[src/rtl/esp_uart_regs_if.sv]
// CPU bus link between the interconnect (master) and the UART register block (slave).
// Signals: bus_addr (word select), bus_wrdata, bus_bytesel, bus_wren, bus_strobe
// from the master; bus_wait (stall) and bus_rddata (read data) from the slave.
interface esp_uart_regs_if;
    logic [1:0]  bus_addr;
    logic [31:0] bus_wrdata;
    logic [3:0]  bus_bytesel;
    logic        bus_wren;
    logic        bus_strobe;
    logic        bus_wait;
    logic [31:0] bus_rddata;

    modport master (
        output bus_addr, bus_wrdata, bus_bytesel, bus_wren, bus_strobe,
        input  bus_wait, bus_rddata
    );

    modport slave (
        input  bus_addr, bus_wrdata, bus_bytesel, bus_wren, bus_strobe,
        output bus_wait, bus_rddata
    );
endinterface

[src/rtl/esp_uart_regs.sv]
// Memory-mapped register window over the ESP32 UART FIFOs.
// Ports:
//   clk, reset_n         - system clock, synchronous active-low reset
//   bus                  - CPU bus slave (addr/wrdata/bytesel/wren/strobe in, wait/rddata out)
//   irq                  - registered level interrupt
//   txfifo_data/wr/full  - TX FIFO push side
//   rxfifo_data/rd/empty - RX FIFO show-ahead pop side
//   rxfifo_overflow, rx_framing_error - single-cycle error events
module esp_uart_regs (
    input  logic        clk,
    input  logic        reset_n,
    esp_uart_regs_if.slave bus,
    output logic        irq,
    output logic [8:0]  txfifo_data,
    output logic        txfifo_wr,
    input  logic        txfifo_full,
    input  logic [8:0]  rxfifo_data,
    output logic        rxfifo_rd,
    input  logic        rxfifo_empty,
    input  logic        rxfifo_overflow,
    input  logic        rx_framing_error
);
    localparam logic [1:0] ADDR_DATA   = 2'd0;
    localparam logic [1:0] ADDR_STATUS = 2'd1;
    localparam logic [1:0] ADDR_IRQEN  = 2'd2;

    typedef enum logic {IDLE, RESP} state_t;

    state_t      state;
    logic        pop;
    logic        ovf_sticky;
    logic        fe_sticky;
    logic [2:0]  irq_en;
    logic [31:0] rddata;
    logic [31:0] rd_mux;

    logic rd_req;
    logic wr_req;
    logic wr_status;
    logic wr_irqen;
    logic unused_bits;

    // Strobes are gated by reset so nothing leaks to the bus or FIFOs during reset.
    assign rd_req    = reset_n && bus.bus_strobe && (state == IDLE) && !bus.bus_wren;
    assign wr_req    = reset_n && bus.bus_strobe && (state == IDLE) && bus.bus_wren;
    assign wr_status = wr_req && (bus.bus_addr == ADDR_STATUS);
    assign wr_irqen  = wr_req && (bus.bus_addr == ADDR_IRQEN);

    // Reads stall for the capture cycle; DATA writes stall while the TX FIFO is full.
    assign bus.bus_wait   = rd_req || (wr_req && (bus.bus_addr == ADDR_DATA) && txfifo_full);
    assign txfifo_wr      = wr_req && (bus.bus_addr == ADDR_DATA) && !txfifo_full;
    assign rxfifo_rd      = reset_n && (state == RESP) && pop;
    assign txfifo_data    = bus.bus_wrdata[8:0];
    assign bus.bus_rddata = rddata;

    assign unused_bits = ^{bus.bus_bytesel, bus.bus_wrdata[31:9]};

    // Read data selection from the current register contents and FIFO flags.
    always_comb begin
        rd_mux = 32'h0;
        case (bus.bus_addr)
            ADDR_DATA:   rd_mux = {22'h0, !rxfifo_empty, rxfifo_data};
            ADDR_STATUS: rd_mux = {28'h0, fe_sticky, ovf_sticky, txfifo_full, !rxfifo_empty};
            ADDR_IRQEN:  rd_mux = {29'h0, irq_en};
            default:     rd_mux = 32'h0;
        endcase
    end

    // Read FSM, sticky flags, interrupt enables and interrupt register.
    always_ff @(posedge clk) begin
        if (!reset_n) begin
            state      <= IDLE;
            pop        <= 1'b0;
            rddata     <= 32'h0;
            irq        <= 1'b0;
            ovf_sticky <= 1'b0;
            fe_sticky  <= 1'b0;
            irq_en     <= 3'h0;
        end else begin
            case (state)
                IDLE: begin
                    if (rd_req) begin
                        rddata <= rd_mux;
                        pop    <= (bus.bus_addr == ADDR_DATA) && !rxfifo_empty;
                        state  <= RESP;
                    end
                end
                RESP: begin
                    pop   <= 1'b0;
                    state <= IDLE;
                end
            endcase

            // A new event in the same cycle as a clear keeps the flag set.
            ovf_sticky <= rxfifo_overflow  || (ovf_sticky && !(wr_status && bus.bus_wrdata[2]));
            fe_sticky  <= rx_framing_error || (fe_sticky  && !(wr_status && bus.bus_wrdata[3]));

            if (wr_irqen) begin
                irq_en <= bus.bus_wrdata[2:0];
            end

            irq <= (irq_en[0] && !rxfifo_empty) ||
                   (irq_en[1] && !txfifo_full) ||
                   (irq_en[2] && (ovf_sticky || fe_sticky));
        end
    end
endmodule

[src/flat_wrapper.sv]
// flat-port wrapper written by rule: the top's interface ports become plain ports
module esp_uart_regs_flat 
  (clk, reset_n, irq, txfifo_data, txfifo_wr, txfifo_full, rxfifo_data, rxfifo_rd, rxfifo_empty, rxfifo_overflow, rx_framing_error, bus_bus_addr, bus_bus_wrdata, bus_bus_bytesel, bus_bus_wren, bus_bus_strobe, bus_bus_wait, bus_bus_rddata);
  esp_uart_regs_if bus_i ();
  input  logic clk;
  input  logic reset_n;
  output logic irq;
  output logic [8:0] txfifo_data;
  output logic txfifo_wr;
  input  logic txfifo_full;
  input  logic [8:0] rxfifo_data;
  output logic rxfifo_rd;
  input  logic rxfifo_empty;
  input  logic rxfifo_overflow;
  input  logic rx_framing_error;
  input wire logic [$bits(bus_i.bus_addr)-1:0] bus_bus_addr;
  input wire logic [$bits(bus_i.bus_wrdata)-1:0] bus_bus_wrdata;
  input wire logic [$bits(bus_i.bus_bytesel)-1:0] bus_bus_bytesel;
  input wire logic [$bits(bus_i.bus_wren)-1:0] bus_bus_wren;
  input wire logic [$bits(bus_i.bus_strobe)-1:0] bus_bus_strobe;
  output wire logic [$bits(bus_i.bus_wait)-1:0] bus_bus_wait;
  output wire logic [$bits(bus_i.bus_rddata)-1:0] bus_bus_rddata;
  assign bus_i.bus_addr = bus_bus_addr;
  assign bus_i.bus_wrdata = bus_bus_wrdata;
  assign bus_i.bus_bytesel = bus_bus_bytesel;
  assign bus_i.bus_wren = bus_bus_wren;
  assign bus_i.bus_strobe = bus_bus_strobe;
  assign bus_bus_wait = bus_i.bus_wait;
  assign bus_bus_rddata = bus_i.bus_rddata;
  esp_uart_regs u_core (.clk(clk), .reset_n(reset_n), .bus(bus_i), .irq(irq), .txfifo_data(txfifo_data), .txfifo_wr(txfifo_wr), .txfifo_full(txfifo_full), .rxfifo_data(rxfifo_data), .rxfifo_rd(rxfifo_rd), .rxfifo_empty(rxfifo_empty), .rxfifo_overflow(rxfifo_overflow), .rx_framing_error(rx_framing_error));
endmodule
[config.mk]
export PLATFORM = sky130hd
export DESIGN_NAME = esp_uart_regs_flat
export DESIGN_NICKNAME = d
export VERILOG_FILES = /design/src/rtl/esp_uart_regs_if.sv /design/src/rtl/esp_uart_regs.sv /design/src/flat_wrapper.sv
export SDC_FILE = /design/constraint.sdc
export NUM_CORES = 1
export LEC_CHECK = 0
export CORE_MARGIN = 2
export CORE_UTILIZATION = 50
export CTS_CLUSTER_DIAMETER = 40
export DETAILED_ROUTE_END_ITERATION = 10
export DONT_BUFFER_PORTS = 1
export PLACE_DENSITY = 0.73
export SETUP_SLACK_MARGIN = 0.5
export SLEW_MARGIN = 10
export SYNTH_ARGS = -nofsm -noshare
export SYNTH_HDL_FRONTEND = slang
export SYNTH_SLANG_ARGS = --single-unit
[constraint.sdc]
create_clock -name clk -period 0.95 [get_ports clk]
set_input_delay 0.19 -clock clk [delete_from_list [all_inputs] [get_ports clk]]
set_output_delay 0.19 -clock clk [all_outputs]
set_load 0.05 [all_outputs]
# ---- Yosys cells after proc, flatten, opt, wreduce, memory -nomap -nowiden
# Cells that the tools add are included.
dict set report word_totals {
  regBits 40
  in_bits 55
  output_inout_bits 45
  elab_cells 48
}
dict set report op_classes {
  n_eq_ne 3
  n_mux 5
  bitwise_logic 1
  reduce_logical 32
}
# operator n
set ops {}
lappend ops {{$pmux W10 S3} 1}
lappend ops {{$logic_and A1 B1 Y1} 19}
lappend ops {{$logic_or A1 B1 Y1} 6}
lappend ops {{$logic_not A1 Y1} 5}
lappend ops {{$pmux W1 S2} 2}
lappend ops {{$eq A2 B1 Y1 const B} 1}
lappend ops {{$eq A2 B2 Y1 const B} 1}
lappend ops {{$logic_not A2 Y1} 1}
lappend ops {{$mux W1} 2}
lappend ops {{$ne A2 B1 Y1 const B} 1}
lappend ops {{$reduce_and A2 Y1} 1}
lappend ops {{$not A1 Y1} 1}

# ---- Depth between registers and ports, before layout
# Gate-level depths: netlist of run 1.
dict set report logic_depth {
  depth_word 8
  depth_mapped 6
}

# ---- Worst setup path before layout of run 1
# Ideal clock, no wire load.
dict set report synth_timing {
  kind {input-to-output}
  start {input bus_bus_addr[0]}
  end {output txfifo_wr}
  t_arrival_ps 2045
  t_required_ps 760
  setup_slack_ps -1285
  path_stages 3
  path_cell_list {buf_2 -> nor2_4 -> nor4bb_1}
}
dict set report synth_via {
  elab_chain_cells 3
}
# item line
set synth_lines {}
lappend synth_lines {{from (decl)} flat_wrapper.sv:16} ;# input wire logic [$bits(bus_i.bus_addr)-1:0] bus_bus_addr;
lappend synth_lines {{$logic_not A2 Y1} esp_uart_regs.sv:51} ;# assign txfifo_wr = wr_req && (bus.bus_addr == ADDR_DATA) && !txfifo_full;
lappend synth_lines {{$logic_and A1 B1 Y1 (2 in a row)} esp_uart_regs.sv:51}
lappend synth_lines {{to (decl)} flat_wrapper.sv:9} ;# output logic txfifo_wr;
# No other way between the ends.

# ---- Worst setup path in the final report of run 1
dict set report layout_timing {
  start {register u_core.state}
  end {output txfifo_wr}
}
dict set report layout_via {
  elab_chain_cells 5
}
# item line
set layout_lines {}
lappend layout_lines {{from (decl)} esp_uart_regs.sv:29} ;# state_t state;
lappend layout_lines {{from (signal assigned)} esp_uart_regs.sv:72} ;# state <= IDLE;
lappend layout_lines {{from (signal assigned)} esp_uart_regs.sv:85} ;# state <= RESP;
lappend layout_lines {{from (signal assigned)} esp_uart_regs.sv:90} ;# state <= IDLE;
lappend layout_lines {{$not A1 Y1} esp_uart_regs.sv:45} ;# assign wr_req = reset_n && bus.bus_strobe && (state == IDLE) && bus.bus_wren;
lappend layout_lines {{$logic_and A1 B1 Y1 (2 in a row)} esp_uart_regs.sv:45}
lappend layout_lines {{$logic_and A1 B1 Y1 (2 in a row)} esp_uart_regs.sv:51}
# No other way between the ends.

==> results of run 1 <==
==> cells by family (layout without fill, tap and decap cells) <==
family,Yosys count,count (layout),share of synthesized area
AOI/OAI and AO/OA,28,28,0.170
muxes,4,4,0.0374
and+or+nand+nor,32,32,0.178
DFF,18,18,0.327
other,1,22,0.00340
buffers and inverters,43,25,0.285
==> power by group through the flow <==
| stage | logic [mW] | clock network, mW | registers [mW] |
|---|---|---|---|
| after floorplan | 0.560 | 0 | 0.824 |
| after global placement | 0.341 | 0 | 0.829 |
| after detailed placement | 0.345 | 0 | 0.829 |
| after CTS | 0.372 | 0.486 | 0.813 |
| after global routing | 0.405 | 0.527 | 0.818 |
| final | 0.389 | 0.483 | 0.814 |
==> flip-flops by register name (all words and copies together) (netlist names) <==
register,flops
u_core.bus.bus_rddata,10
u_core.irq_en,3
u_core.fe_sticky,1
u_core.irq,1
u_core.ovf_sticky,1
u_core.pop,1
u_core.state,1
==> layer usage <==
metal / vias up / part of all wire / track usage
li1: 382 / - / -
met1: 389 / 0.38 / 0.194
met2: 44 / 0.50 / 0.299
met3: 5 / 0.093 / 0.0585
met4: 0 / 0.023 / 0.108
met5: - / 0 / 0
==> worst max-delay path by stage <==
stage                      start        end  slack (ns)  cells past startpoint
global route        u_core.state  txfifo_wr       -0.66                      3
detailed placement  u_core.state  txfifo_wr       -0.28                      3
finish              u_core.state  txfifo_wr       -0.62                      3
CTS                 u_core.state  txfifo_wr       -0.61                      3
floorplan           u_core.state  txfifo_wr       -0.45                      2
global placement    u_core.state  txfifo_wr       -0.25                      3
==> timing repair <==
| item | in CTS | in global routing |
|---|---|---|
| endpoints found under the hold margin | 4 | 5 |
| endpoints found under the setup margin | 32 | 32 |
| cloned | 1 | 0 |
| pin swaps | 4 | 7 |
| setup buffers | 2 | 2 |
| resized for setup | 21 | 8 |
==> per-stage QoR <==
stage / util / TNS [ns] / instance area [sq um]
2_1_floorplan: - / -1.50 / 1410
3_3_place_gp: 0.532 / -1.81 / 1140
6_report: 0.614 / -7.29 / 1320
5_1_grt: 0.614 / -8.23 / 1320
3_5_place_dp: 0.532 / -1.97 / 1140
4_1_cts: 0.592 / -5.17 / 1270
==> layout by cell type (no fill, tap or decap), types with 3 or more instances in the layout <==
cell      instances
mux2i_1           3
a21boi_2          3
dfxtp_2           3
o21ai_1           4
o21ai_0           4
buf_6             9
o21ai_2           3
dfxtp_4          11
nand2_1           6
clkbuf_4          3
inv_1             4
a21oi_1           3
nand2_2           5
nand3_2           8
conb_1           22
buf_4             4
a21boi_1          3
dfxtp_1           4
==> cells in the mapped netlist (all sizes together) <==
library cell,n
a21boi,6
a21oi,5
a2bb2oi,2
a41oi,2
and2,2
and3,1
and4b,1
buf,37
clkbuf,1
conb,1
dfxtp,18
inv,5
mux2,1
mux2i,3
nand2,11
nand2b,1
nand3,9
nand3b,2
nand4bb,1
nor2,1
nor2b,2
nor4bb,1
o21ai,11
o221ai,1
o31ai,1
==> layout make-up <==
type | count | area [sq um]
fill | 179 | 828
inverter | 5 | 31.3
sequential | 18 | 405
multi-input combinational | 86 | 629
clock buffer | 4 | 36.3
timing repair inverter | 1 | 11.3
timing repair buffer | 15 | 171
tap | 28 | 35.0
==> worst max-delay path: cells and delay by family, from the launching register on <==
kind / cells / cell delay, ns
flip-flops: 1 / 0.33
buffers and inverters: 1 / 0.18
AND/OR/NAND/NOR: 2 / 0.56
==> run summary, run 1 <==
status = complete, but fails checks
failing checks = hold timing, setup timing
synthesized instance count = 126
Final Wtd Congestion = 0.802
Crit Path Class = flip-flop to output pin
cell-internal power = 1.10 mW
CTS tree = yes
Min-Delay Path Depth = 1
slowest cell on the critical path = nor4bb_4
Worst Setup Slack post-DPL = -0.280 ns
Startpoint Class = flip-flop
Synth cell types = 32
switching pwr = 588 uW
number of H-tree levels = 1
Hold Vio Cnt, Final = 3
synthesized area per cell = 8.76 sq um
dpl hpwl = 1.61 mm
HP Class = input port to flip-flop
switching share of power = 0.349
sequential area share after synthesis = 0.327
Initial Util = 0.514
Ys Warns = 0
Reg2Reg Depth = 7
Die W = 51.0 um
hold slack = -0.0335 ns
share of cells above drive strength 1 = 0.512
CP max stage delay = 0.35 ns
Worst EP required = 0.76 ns
min-delay src = bus_bus_addr[1]
Leak = 0.509 nW
R2R Path End = u_core.pop
mapped cell area = 1100 sq um
max-capacitance violation count = 0
synth top area cells = dfxtp_1, buf_4, o21ai_0
critical path, cell by cell = nand3b_1 > nor4bb_4 > buf_12
wire per inst = 15.0 um
worst flop-to-flop path startpoint = u_core.state
vias in the first global route = 744
Residual DRC = 0
Final Power = 1.69 mW
Synth top area share = 0.327
clk slew on worst S/H paths = 0.11 ns
Power Density = 1280 nW/um^2
combinational power share = 0.231
placeable core area = 2150 sq um
Period minus WS final = 1.57 ns
fin. max-slew vios = 0
number of diodes = 0
Worst setup EP type = output pin
largest area contributor in the netlist = dfxtp_1
non-filler cells, final = 157
first-pass GRT wire length = 3.35 mm
dpl cells = 148
Worst Skew = 0.00916 ns
full die area = 2600 sq um
Initial DRT Pass Iterations = 4
hold path endpoint = u_core.bus.bus_rddata[3]
Initial DRC Count = 6
Setup Viol. Count Final = 26
IO Count = 100
Die H = 51.0 um
Overflow after GRT = 0
FMAX = 635 MHz
DRT antenna net count = 0
Flop pwr share = 0.483
Final #Nets = 185
VDD IR-drop max = 0.000674 V
Via density = 5.22
flop-to-flop setup slack = -0.38 ns
Clk Latency, worst-skew pair = 0.30 ns
Total GRT Usage = 0.178
critical-path maximum fanout = 2
Critical Path AT = 1.38 ns
worst setup margin = -0.625 ns
deepest clock path buffer count = 2
pin count of the biggest net entering global routing = 22
Post-Route WL = 2.36 mm
clock network power share = 0.287
row count = 17
area grow syn2layout = 19.6%
Yosys reg bits = 18
via count = 820
period utilization = 1.66
unrepaired setup endpoints after global routing = yes
Root Driver = clkbuf_4
CTS buffer count = 3
clk sink count = 18
IO buf count = 0
antenna violations before repair = 0
No activity file was read; power rests on OpenSTA's default activity.
==> run 2, diff against run 1 <==
Settings changed: CAP_MARGIN from default to 20, CELL_PAD_IN_SITES_DETAIL_PLACEMENT from default to 1, CELL_PAD_IN_SITES_GLOBAL_PLACEMENT from default to 2, CORE_UTILIZATION 50 to 27, PLACE_DENSITY 0.73 to 0.78.
==> run 2 against run 1 <==
Net effect:
- the run ends with setup timing left
- via count shrank 0.61%
- register-to-register slack about the same
- power is 3.8% higher
- flip-flop and latch count is the same
- largest cell class unchanged
==> run summary, run 2 (synthesis results as in run 1) <==
number of diodes = 0 (unchanged)
CP max stage delay = 0.34 ns (about the same)
Initial DRT Pass Iterations = 3 (-1)
max reg flops = 10 (unchanged)
Min-Delay Path Depth = 1 (unchanged)
row count = 23 (+6)
max-capacitance violation count = 0 (unchanged)
wire per inst = 15.6 um (+4.0%)
antenna violations before repair = 0 (unchanged)
area grow syn2layout = 22.1%
Overflow after GRT = 0 (unchanged)
critical path, cell by cell = nand3b_1 > nor4bb_4 > buf_12
min-delay src = bus_bus_addr[1]
Critical Path AT = 1.31 ns (-0.07 ns)
worst setup margin = -0.547 ns (+0.0776 ns)
Worst Skew = 0.00428 ns (-0.00488 ns)
HP Class = input port to flip-flop
Worst setup EP type = output pin
first-pass GRT wire length = 4.06 mm (+21%)
Clk Latency, worst-skew pair = 0.25 ns (-0.05 ns)
most frequent cells in the layout = conb_1, dfxtp_4, nand3_2
FMAX = 668 MHz (+5.2%)
Via density = 4.58 (-12%)
hold path endpoint = u_core.bus.bus_rddata[3]
Initial DRC Count = 19 (+13)
share of cells above drive strength 1 = 0.516 (+0.00400)
dpl hpwl = 2.12 mm (+31%)
Post-Route WL = 2.78 mm (+18%)
non-filler cells, final = 178 (+13%)
CTS buffer count = 3 (unchanged)
Final Core Density = 0.339 (-0.275)
placed inst area = 1170 sq um (+2.4%)
Startpoint Class = flip-flop
Final Wtd Congestion = 0.704 (-12%)
R2R Path End = u_core.pop
status = complete, but fails checks
Die W = 67.9 um (+33%)
period utilization = 1.58 (-0.0816)
Final #Nets = 184 (-0.54%)
Worst EP required = 0.76 ns (about the same)
Period minus WS final = 1.50 ns (-0.0776 ns)
Residual DRC = 0 (unchanged)
Root Driver = clkbuf_8
Leak = 0.508 nW (-0.25%)
Total GRT Usage = 0.118 (-0.0606)
flop-to-flop setup slack = -0.39 ns (about the same)
worst flop-to-flop path startpoint = u_core.state
DRT antenna net count = 0 (unchanged)
post-route cell area = 1350 sq um (+2.1%)
IO Count = 100 (unchanged)
deepest clock path buffer count = 2 (unchanged)
most common cell after layout, fill and taps aside = conb_1
clk sink count = 18 (unchanged)
vias in the first global route = 837 (+13%)
Initial Util = 0.278 (-0.236)
number of H-tree levels = 1 (unchanged)
Worst Setup Slack post-DPL = -0.295 ns (-0.0147 ns)
placeable core area = 3970 sq um (+85%)
CTS tree = yes
IO buf count = 0 (unchanged)
Die H = 67.9 um (+33%)
Crit Path Class = flip-flop to output pin
dpl cells = 170 (+15%)
Hold Vio Cnt, Final = 0 (-3)
Power Density = 1300 nW/um^2 (+1.7%)
critical-path maximum fanout = 2 (unchanged)
failing checks = setup timing
Setup Viol. Count Final = 20 (-23%)
VDD IR-drop max = 0.000425 V (-37%)
clk slew on worst S/H paths = 0.07 ns (-0.04 ns)
Reg2Reg Depth = 7 (unchanged)
pin count of the biggest net entering global routing = 22 (unchanged)
unrepaired setup endpoints after global routing = yes
via count = 815 (-0.61%)
fin. max-slew vios = 0 (unchanged)
full die area = 4610 sq um (+78%)
slowest cell on the critical path = nor4bb_4
[run 2: worst max-delay path by stage]
stage            startpoint   endpoint  slack, ns  depth (start not counted)
6_report       u_core.state  txfifo_wr      -0.55                          3
5_1_grt        u_core.state  txfifo_wr      -0.61                          3
4_1_cts        u_core.state  txfifo_wr      -0.57                          3
3_5_place_dp   u_core.state  txfifo_wr      -0.29                          3
3_3_place_gp   u_core.state  txfifo_wr      -0.26                          3
2_1_floorplan  u_core.state  txfifo_wr      -0.45                          2
[run 2: report_power, final]
group          leakage [nW]  switching, mW  internal, mW  total, mW
sequential            0.156         0.0603         0.756      0.816
combinational         0.329          0.282         0.102      0.384
clock                0.0228          0.252         0.298      0.550
total                 0.508          0.594          1.16       1.75
[run 2: worst max-delay path, delay by kind of cell, from the launching register on]
kind          cells  cell delay (ns)
flops             1             0.33
simple gates      2             0.55
buf+inv           1             0.18
[run 2: per-layer routing]
| metal | wire, um | vias to the layer above | GRT usage |
|---|---|---|---|
| met5 | 0 | - | 0 |
| met4 | 42 | 0 | 0.0450 |
| met3 | 236 | 5 | 0.0378 |
| met2 | 1430 | 43 | 0.208 |
| met1 | 1070 | 383 | 0.131 |
| li1 | - | 384 | - |
[run 2: final cells by class]
type / instances / area (sq um)
multi-input combinational: 86 / 642
timing repair inverter: 1 / 11.3
fill: 479 / 2620
timing repair buffer: 14 / 153
tap: 50 / 62.6
clock buffer: 4 / 45.0
sequential: 18 / 408
inverter: 5 / 26.3
[run 2: what timing repair did]
action | CTS | global route
endpoints found under the setup margin | 32 | 32
hold buffers | 0 | 0
hold endpoints to repair | 0 | 0
resized for setup | 17 | 12
buffers inserted | 2 | 1
gates cloned | 1 | 0
pin swaps | 3 | 8
[run 2: through the flow]
stage	power (mW)	setup TNS, ns	hold WS, ns
2_1_floorplan	1.38	-1.50	0.323
3_3_place_gp	1.17	-1.46	0.282
3_5_place_dp	1.18	-2.06	0.302
4_1_cts	1.76	-4.80	0.0170
5_1_grt	1.84	-7.55	0.00698
6_report	1.75	-6.38	0.0182
